`src/rtl/vending_pkg.sv`:
```
// Shared types and constants for the coin-credit vending controller.
package vending_pkg;

  typedef enum logic [1:0] {
    IDLE    = 2'd0,
    COLLECT = 2'd1,
    VEND    = 2'd2,
    CHANGE  = 2'd3
  } vend_state_t;

  localparam int DEF_PRICE    = 4;
  localparam int DEF_MAX_COIN = 2;

  // Ceiling log2, used to size coin and credit fields at elaboration.
  function automatic int clog2(input int value);
    int result;
    result = 0;
    while ((32'sd1 <<< result) < value) begin
      result = result + 32'sd1;
    end
    return result;
  endfunction

endpackage

```
`src/rtl/vending_credit_fsm.sv`:
```
// Coin-credit vending controller: accumulates coins, requests a vend at PRICE,
// then returns excess credit or a cancelled balance over the change handshake.
module vending_credit_fsm
  import vending_pkg::*;
#(
  parameter int PRICE    = DEF_PRICE,
  parameter int MAX_COIN = DEF_MAX_COIN,
  parameter int CNT_W    = 8,
  localparam int VAL_W    = clog2(MAX_COIN + 1),
  localparam int CREDIT_W = clog2(PRICE + MAX_COIN)
) (
  input  logic                clk,
  input  logic                reset,
  input  logic                io_coin_valid,
  input  logic [VAL_W-1:0]    io_coin_value,
  output logic                io_coin_ready,
  input  logic                io_cancel,
  output logic                io_vend_valid,
  input  logic                io_vend_ready,
  output logic                io_change_valid,
  output logic [CREDIT_W-1:0] io_change_amount,
  input  logic                io_change_ready,
  output logic [CREDIT_W-1:0] io_credit,
  output logic                io_reject,
  output logic [CNT_W-1:0]    io_sales
);

  localparam logic [CREDIT_W-1:0] PRICE_C    = CREDIT_W'(PRICE);
  localparam logic [VAL_W-1:0]    MAX_COIN_C = VAL_W'(MAX_COIN);

  vend_state_t         state_r, state_n;
  logic [CREDIT_W-1:0] credit_r, credit_n;
  logic [CNT_W-1:0]    sales_r, sales_n;
  logic                reject_r, reject_n;
  logic                vend_valid_r, change_valid_r;
  logic                coin_ready_s, accept_s;
  logic [CREDIT_W-1:0] sum_s, diff_s;

  assign coin_ready_s = ((state_r == IDLE) || (state_r == COLLECT)) && !io_cancel;
  assign accept_s     = io_coin_valid && coin_ready_s;
  assign sum_s        = credit_r + CREDIT_W'(io_coin_value);
  assign diff_s       = credit_r - PRICE_C;

  // Next-state, credit arithmetic, reject and sales counter update.
  always_comb begin
    state_n  = state_r;
    credit_n = credit_r;
    sales_n  = sales_r;
    reject_n = 1'b0;
    case (state_r)
      IDLE, COLLECT: begin
        if (io_cancel) begin
          // Cancel only refunds when there is credit to return.
          if (state_r == COLLECT) begin
            state_n = CHANGE;
          end else begin
            state_n = IDLE;
          end
        end else if (accept_s && (io_coin_value > MAX_COIN_C)) begin
          reject_n = 1'b1;
        end else if (accept_s && (io_coin_value != '0)) begin
          credit_n = sum_s;
          if (sum_s >= PRICE_C) begin
            state_n = VEND;
          end else begin
            state_n = COLLECT;
          end
        end else begin
          state_n = state_r;
        end
      end
      VEND: begin
        if (io_vend_ready) begin
          sales_n  = sales_r + CNT_W'(1'b1);
          credit_n = diff_s;
          if (diff_s != '0) begin
            state_n = CHANGE;
          end else begin
            state_n = IDLE;
          end
        end else begin
          state_n = VEND;
        end
      end
      CHANGE: begin
        if (io_change_ready) begin
          credit_n = '0;
          state_n  = IDLE;
        end else begin
          state_n = CHANGE;
        end
      end
      default: begin
        state_n  = IDLE;
        credit_n = '0;
      end
    endcase
  end

  // State, credit, counters and handshake valids; valids follow the next state.
  always_ff @(posedge clk or negedge reset) begin
    if (!reset) begin
      state_r        <= IDLE;
      credit_r       <= '0;
      sales_r        <= '0;
      reject_r       <= 1'b0;
      vend_valid_r   <= 1'b0;
      change_valid_r <= 1'b0;
    end else begin
      state_r        <= state_n;
      credit_r       <= credit_n;
      sales_r        <= sales_n;
      reject_r       <= reject_n;
      vend_valid_r   <= (state_n == VEND);
      change_valid_r <= (state_n == CHANGE);
    end
  end

  assign io_coin_ready    = coin_ready_s;
  assign io_vend_valid    = vend_valid_r;
  assign io_change_valid  = change_valid_r;
  assign io_change_amount = credit_r;
  assign io_credit        = credit_r;
  assign io_reject        = reject_r;
  assign io_sales         = sales_r;

endmodule

```
`config.mk`:
```
export PLATFORM = sky130hd
export DESIGN_NAME = vending_credit_fsm
export DESIGN_NICKNAME = d
export VERILOG_FILES = /design/src/rtl/vending_pkg.sv /design/src/rtl/vending_credit_fsm.sv
export SDC_FILE = /design/constraint.sdc
export NUM_CORES = 1
export LEC_CHECK = 0
export ABC_CLOCK_PERIOD_IN_PS = 1780
export BUFFER_PORTS_ARGS = -buffer_cell sky130_fd_sc_hd__buf_2
export CAP_MARGIN = 25
export CORE_UTILIZATION = 49
export CTS_CLUSTER_DIAMETER = 40
export DETAILED_ROUTE_END_ITERATION = 10
export HOLD_SLACK_MARGIN = 0.03
export PLACE_DENSITY = 0.76
export SLEW_MARGIN = 20
export SYNTH_ARGS = -nofsm -noshare
export SYNTH_HDL_FRONTEND = slang
export SYNTH_SLANG_ARGS = --single-unit
```
`constraint.sdc`:
```
create_clock -name clk -period 1.78 [get_ports clk]
set_input_delay 0.534 -clock clk [delete_from_list [all_inputs] [get_ports clk]]
set_output_delay 0.534 -clock clk [all_outputs]
set_load 0.01 [all_outputs]
```
## Word level (Yosys, flattened, before mapping)

Index checks and enable logic that the tools add are counted.

- Flip-flop bits (word level): 16
- Bits of input ports: 8
- Output and inout port bits: 18
- Logic and storage cells: 51

- Add/sub/neg operators: 3
- Order comparisons: 2
- Equality and inequality tests: 10
- Multiplexer cells: 18
- Reductions and logical operators: 12

Operators by type and width:

| kind | count |
|---|---|
| $mux W2 | 8 |
| $mux W3 | 5 |
| $ne A2 B2 Y1 const B | 5 |
| $pmux W3 S3 | 1 |
| $add A8 B1 Y8 const B | 1 |
| $eq A2 B2 Y1 const B | 4 |
| $pmux W2 S3 | 1 |
| $reduce_and A5 Y1 | 1 |
| $logic_and A1 B1 Y1 | 4 |
| $add A3 B2 Y3 | 1 |
| $ge A3 B3 Y1 const B | 1 |
| $mux W1 | 3 |
| $reduce_bool A3 Y1 | 1 |
| $sub A3 B3 Y3 const B | 1 |
| $eq A2 B1 Y1 const B | 1 |
| $gt A2 B2 Y1 const B | 1 |
| $logic_not A2 Y1 | 1 |
| $reduce_and A2 Y1 | 1 |
| $reduce_bool A2 Y1 | 1 |
| $reduce_or A2 Y1 | 1 |
| $logic_not A1 Y1 | 1 |
| $logic_or A1 B1 Y1 | 1 |

## Logic depth before layout (Yosys ltp)

- Word-level depth: 10
- Gate-level depth with buffers: 6
- Depth with buffers taken out: 6

## Worst setup path after synthesis

No wires, ideal clock.

- Path kind: input to register
- Start point: in io_coin_value[0]
- End point: reg state_r[0]
- Library setup time: 0.126 ns
- Data arrival time: 1.632 ns
- Required time: 1.654 ns
- Setup slack: 0.021 ns
- Stages on the path: 6
- Path buffers: 0
- Cells stage by stage: ha_1 > inv_1 > fa_1 > xnor2_1 > nor4_1 > a311o_1

- Word-level cells in the longest chain between the ends: 7
- Elaborated cells between the ends (all ways): 11
- Those cells by class: add/sub: 1; order compare: 2; mux: 5; reduce/logical: 3

Ends and longest elaborated chain:

| item | RTL line | source |
|---|---|---|
| start, declared | vending_credit_fsm.sv:15 | `input logic [VAL_W-1:0] io_coin_value,` |
| $add A3 B2 Y3 | vending_credit_fsm.sv:41 | `assign sum_s = credit_r + CREDIT_W'(io_coin_value);` |
| $ge A3 B3 Y1 | vending_credit_fsm.sv:63 | `if (sum_s >= PRICE_C) begin` |
| $mux W2 | vending_credit_fsm.sv:63 |  |
| $mux W2 | vending_credit_fsm.sv:61 | `end else if (accept_s && (io_coin_value != '0)) begin` |
| $mux W2 * | vending_credit_fsm.sv:59 | `end else if (accept_s && (io_coin_value > MAX_COIN_C)) begin` |
| $mux W2 * | vending_credit_fsm.sv:52 | `if (io_cancel) begin` |
| $pmux W2 S3 * | vending_credit_fsm.sv:50 | `case (state_r)` |
| net state_n[0] | vending_credit_fsm.sv:31 | `vend_state_t state_r, state_n;` |
| end signal, assigned | vending_credit_fsm.sv:110 | `state_r <= state_n;` |
| end, declared | vending_credit_fsm.sv:31 |  |

The timed path passes the listed nets; every way through them passes the cells marked *.
A chain may end at the register's enable or synchronous reset.

==> results.json <==
{
  "p_sw_uw": 602,
  "met1_usage_pct": 30.6,
  "io_buffers": 25,
  "layout_min_cycle_time_ps": 1730,
  "layout-drive-gt1-share_pct": 37.3,
  "cts.sinks": 16,
  "power_leakage_uw": 0.000561,
  "antenna_found_initial": 0,
  "ys_seq_area_share_pct": 46.7,
  "grt.met3_usage_pct": 3.75,
  "rsz0062_at_grt": "no",
  "fp-row-count": 14,
  "design.core.area_um2": 1580,
  "die-area_um2": 1920,
  "worst_pin_slew_ps": 357,
  "drc_errors": 2,
  "drt_iter0_markers": 16,
  "critPathMaxStageDelay_ps": 420,
  "finalPower_uw": 1510,
  "netlist.area_leader.share_pct": 46.7,
  "cts.clk_slew.worst_paths_ps": 100,
  "antennaDiodeCount": 0,
  "final_max_slew_viol_count": 0,
  "yosys-top-cells-area": "dfrtp_1, xnor2_1, xor2_1",
  "critPathCaptureType": "output port",
  "place_congestion": 0.838,
  "finalSetupViolCount": 0,
  "power_frac_clock_pct": 12.5,
  "ys_ff_latch": 16,
  "yosysUniqueCellTypes": 32,
  "cp.arrival_ps": 1190,
  "clock-root-buffer": "clkbuf_4",
  "dp_hpwl_mm": 1.26,
  "worst-r2r-cell-count": 6,
  "fin_worst_skew_ps": 10.1,
  "start_util_pct": 54.4,
  "wirelength_mm": 1.72,
  "synth_cells": 81,
  "seq_power_share_pct": 41.2,
  "htreeDepth": 1,
  "hold_buffers": 0,
  "slowest_stage": "dfrtp_2",
  "cp_cell_sequence": "or2_1, inv_1, buf_2",
  "reg2reg_slack_ps": 100,
  "routedWlPerCell_um": 13.6,
  "die_w_um": 43.8,
  "grt_max_degree": 17,
  "combPwrFrac_pct": 46.3,
  "syn-num-nets": 92,
  "yosys.area.top_type": "dfrtp_1",
  "cp_data_required_time_ps": 1250,
  "stdcell_count": 126,
  "drv_cap": 0,
  "io-pin-count": 26,
  "die_h_um": 43.8,
  "grt_pass1_vias": 635,
  "period_share_pct": 97.1,
  "grt_pass1_wl_mm": 2.88,
  "path_delay_family": "flip-flops",
  "gr-total-overflow": 0,
  "finalHoldViolCount": 0,
  "postLayoutCellArea_um2": 1050,
  "clockBufferDepth": 2,
  "yosys_warnings": 0,
  "syn_avg_cell_area_um2": 10.6,
  "area_growth_pct": 22.2,
  "hold_ws_ps": 143,
  "gr-max-usage-layer": "met1",
  "cp.depth": 3,
  "cp_max_fo": 4,
  "clk_latency_ps": 280,
  "crit_buf_inv": 2,
  "ant_nets": 0,
  "p_int_uw": 905,
  "netlist_area_um2": 857,
  "use_met2_pct": 29.6,
  "cts_tree": "built",
  "p_sw_share_pct": 39.9,
  "grt_usage_pct": 20.5,
  "status": "finished, violations left",
  "finalNetCount": 123,
  "worstSetupPathType": "reg2out",
  "clock.fmax_mhz": 579,
  "place_area_um2": 1010,
  "violations": "DRC",
  "vias": 695,
  "dp.cells": 122,
  "hp-class": "in2async",
  "dr.pass1.iters": 7,
  "p_per_area_nw_per_um2": 1440,
  "numCtsBuffers": 3,
  "avgViaCountPerCell": 5.52,
  "max-slew-margin-rel_pct": 76.2,
  "peakVddDrop_uv": 784,
  "cp-start-kind": "flip-flop"
}
-- synth_stat cells --
| cell | n |
|---|---|
| nor3b_2 | 1 |
| a31oi_1 | 1 |
| nand3_1 | 3 |
| nand2_1 | 8 |
| nor2b_1 | 1 |
| xor2_1 | 4 |
| nand3b_1 | 1 |
| and3b_1 | 1 |
| clkbuf_2 | 1 |
| buf_4 | 4 |
| mux2i_1 | 1 |
| a311o_1 | 1 |
| inv_1 | 5 |
| dfrtp_1 | 16 |
| a311oi_1 | 1 |
| nor3_1 | 2 |
| clkbuf_1 | 1 |
| fa_1 | 1 |
| a31o_2 | 2 |
| a32oi_1 | 1 |
| or4bb_2 | 1 |
| or2_1 | 1 |
| xnor2_1 | 6 |
| o211ai_1 | 1 |
| a32o_1 | 1 |
| nand4_1 | 3 |
| nor4_1 | 1 |
| or3b_1 | 2 |
| ha_1 | 2 |
| nor2_1 | 2 |
| and3_1 | 3 |
| o21ai_0 | 2 |
-- layout make-up --
| type | count | area, um2 |
|---|---|---|
| Fill cell | 131 | 529 |
| Multi-Input combinational cell | 54 | 407 |
| Sequential cell | 16 | 402 |
| Timing Repair Buffer | 32 | 178 |
| Clock buffer | 3 | 22.5 |
| Tap cell | 16 | 20.0 |
| Inverter | 5 | 18.8 |
-- power by group through the flow --
stage	Sequential (uW)	Combinational [uW]	Clock, uW
after global placement	630	634	0
after global routing	642	773	208
final	620	698	188
after CTS	612	683	193
after detailed placement	635	642	0
after floorplan	636	437	0
-- through the flow --
stage	util (%)	TNS [ps]	setup slack, ps
floorplan	-	0	21.2
global placement	64.0	-199	-122
detailed placement	64.0	-282	-157
CTS	66.0	0	65.2
global route	66.4	0	12.8
finish	66.4	0	51.7
-- path summary, 6_finish.rpt --
| path | from | end |
|---|---|---|
| worst max-delay path | flip-flop | io_coin_ready |
| worst min-delay path | reset | io_sales[5] |
| min in group clk | io_sales[7] | io_sales[7] |
| worst min register to register | io_sales[7] | io_sales[7] |
| max in group asynchronous | reset | asynchronous set/reset pin |
| worst max register to register | io_change_amount[0] | state_r[0] |
-- worst register-to-register path, delay by kind of cell (launching register included) --
family | cells | cell delay, ps
AOI/OAI and AO/OA | 1 | 320
xor gates and xnor gates | 1 | 190
adders and majority gates | 2 | 570
buffers and inverters | 1 | 50
DFF | 1 | 380
and+or+nand+nor | 1 | 60
-- placed cells by master, fill, tap and decap left out, drive strengths merged, types with 2 or more instances in the layout --
cell type / instances
xor2: 4
nand2: 8
xnor2: 6
nand4: 3
a31o: 2
ha: 2
and3: 3
nor3: 2
clkbuf: 3
buf: 32
o21ai: 2
or3b: 2
dfrtp: 16
nor2: 2
inv: 5
nand3: 3
-- state kept, by name (all words and copies together) (netlist names), named ones only --
name              cells
io_vend_valid         1
state_r               1
io_change_valid       1
io_sales              8
io_reject             1
io_change_amount      3
-- metal layers --
layer  wire [um]  share of wire [%]
met4          22                1.3
met5           0                  0
met3          74                4.3
met1         863                 50
met2         754                 44
-- timing repair --
item                       CTS  global route
gates cloned                 0             0
gates resized for setup      1             1
setup buffers                1             0
setup endpoints to repair    1             1
-- cells by family (layout without fill, tap and decap cells) --
family	Yosys count	after routing	share of synthesized area, %
adders and majority gates	3	3	5.26
buffers and inverters	11	40	6.71
xor gates and xnor gates	10	10	10.2
and+or+nand+nor	30	30	20.7
DFF	16	16	46.7
muxes	1	1	1.17
AOI/OAI and AO/OA	10	10	9.20
(Power assumes the default switching activity.)
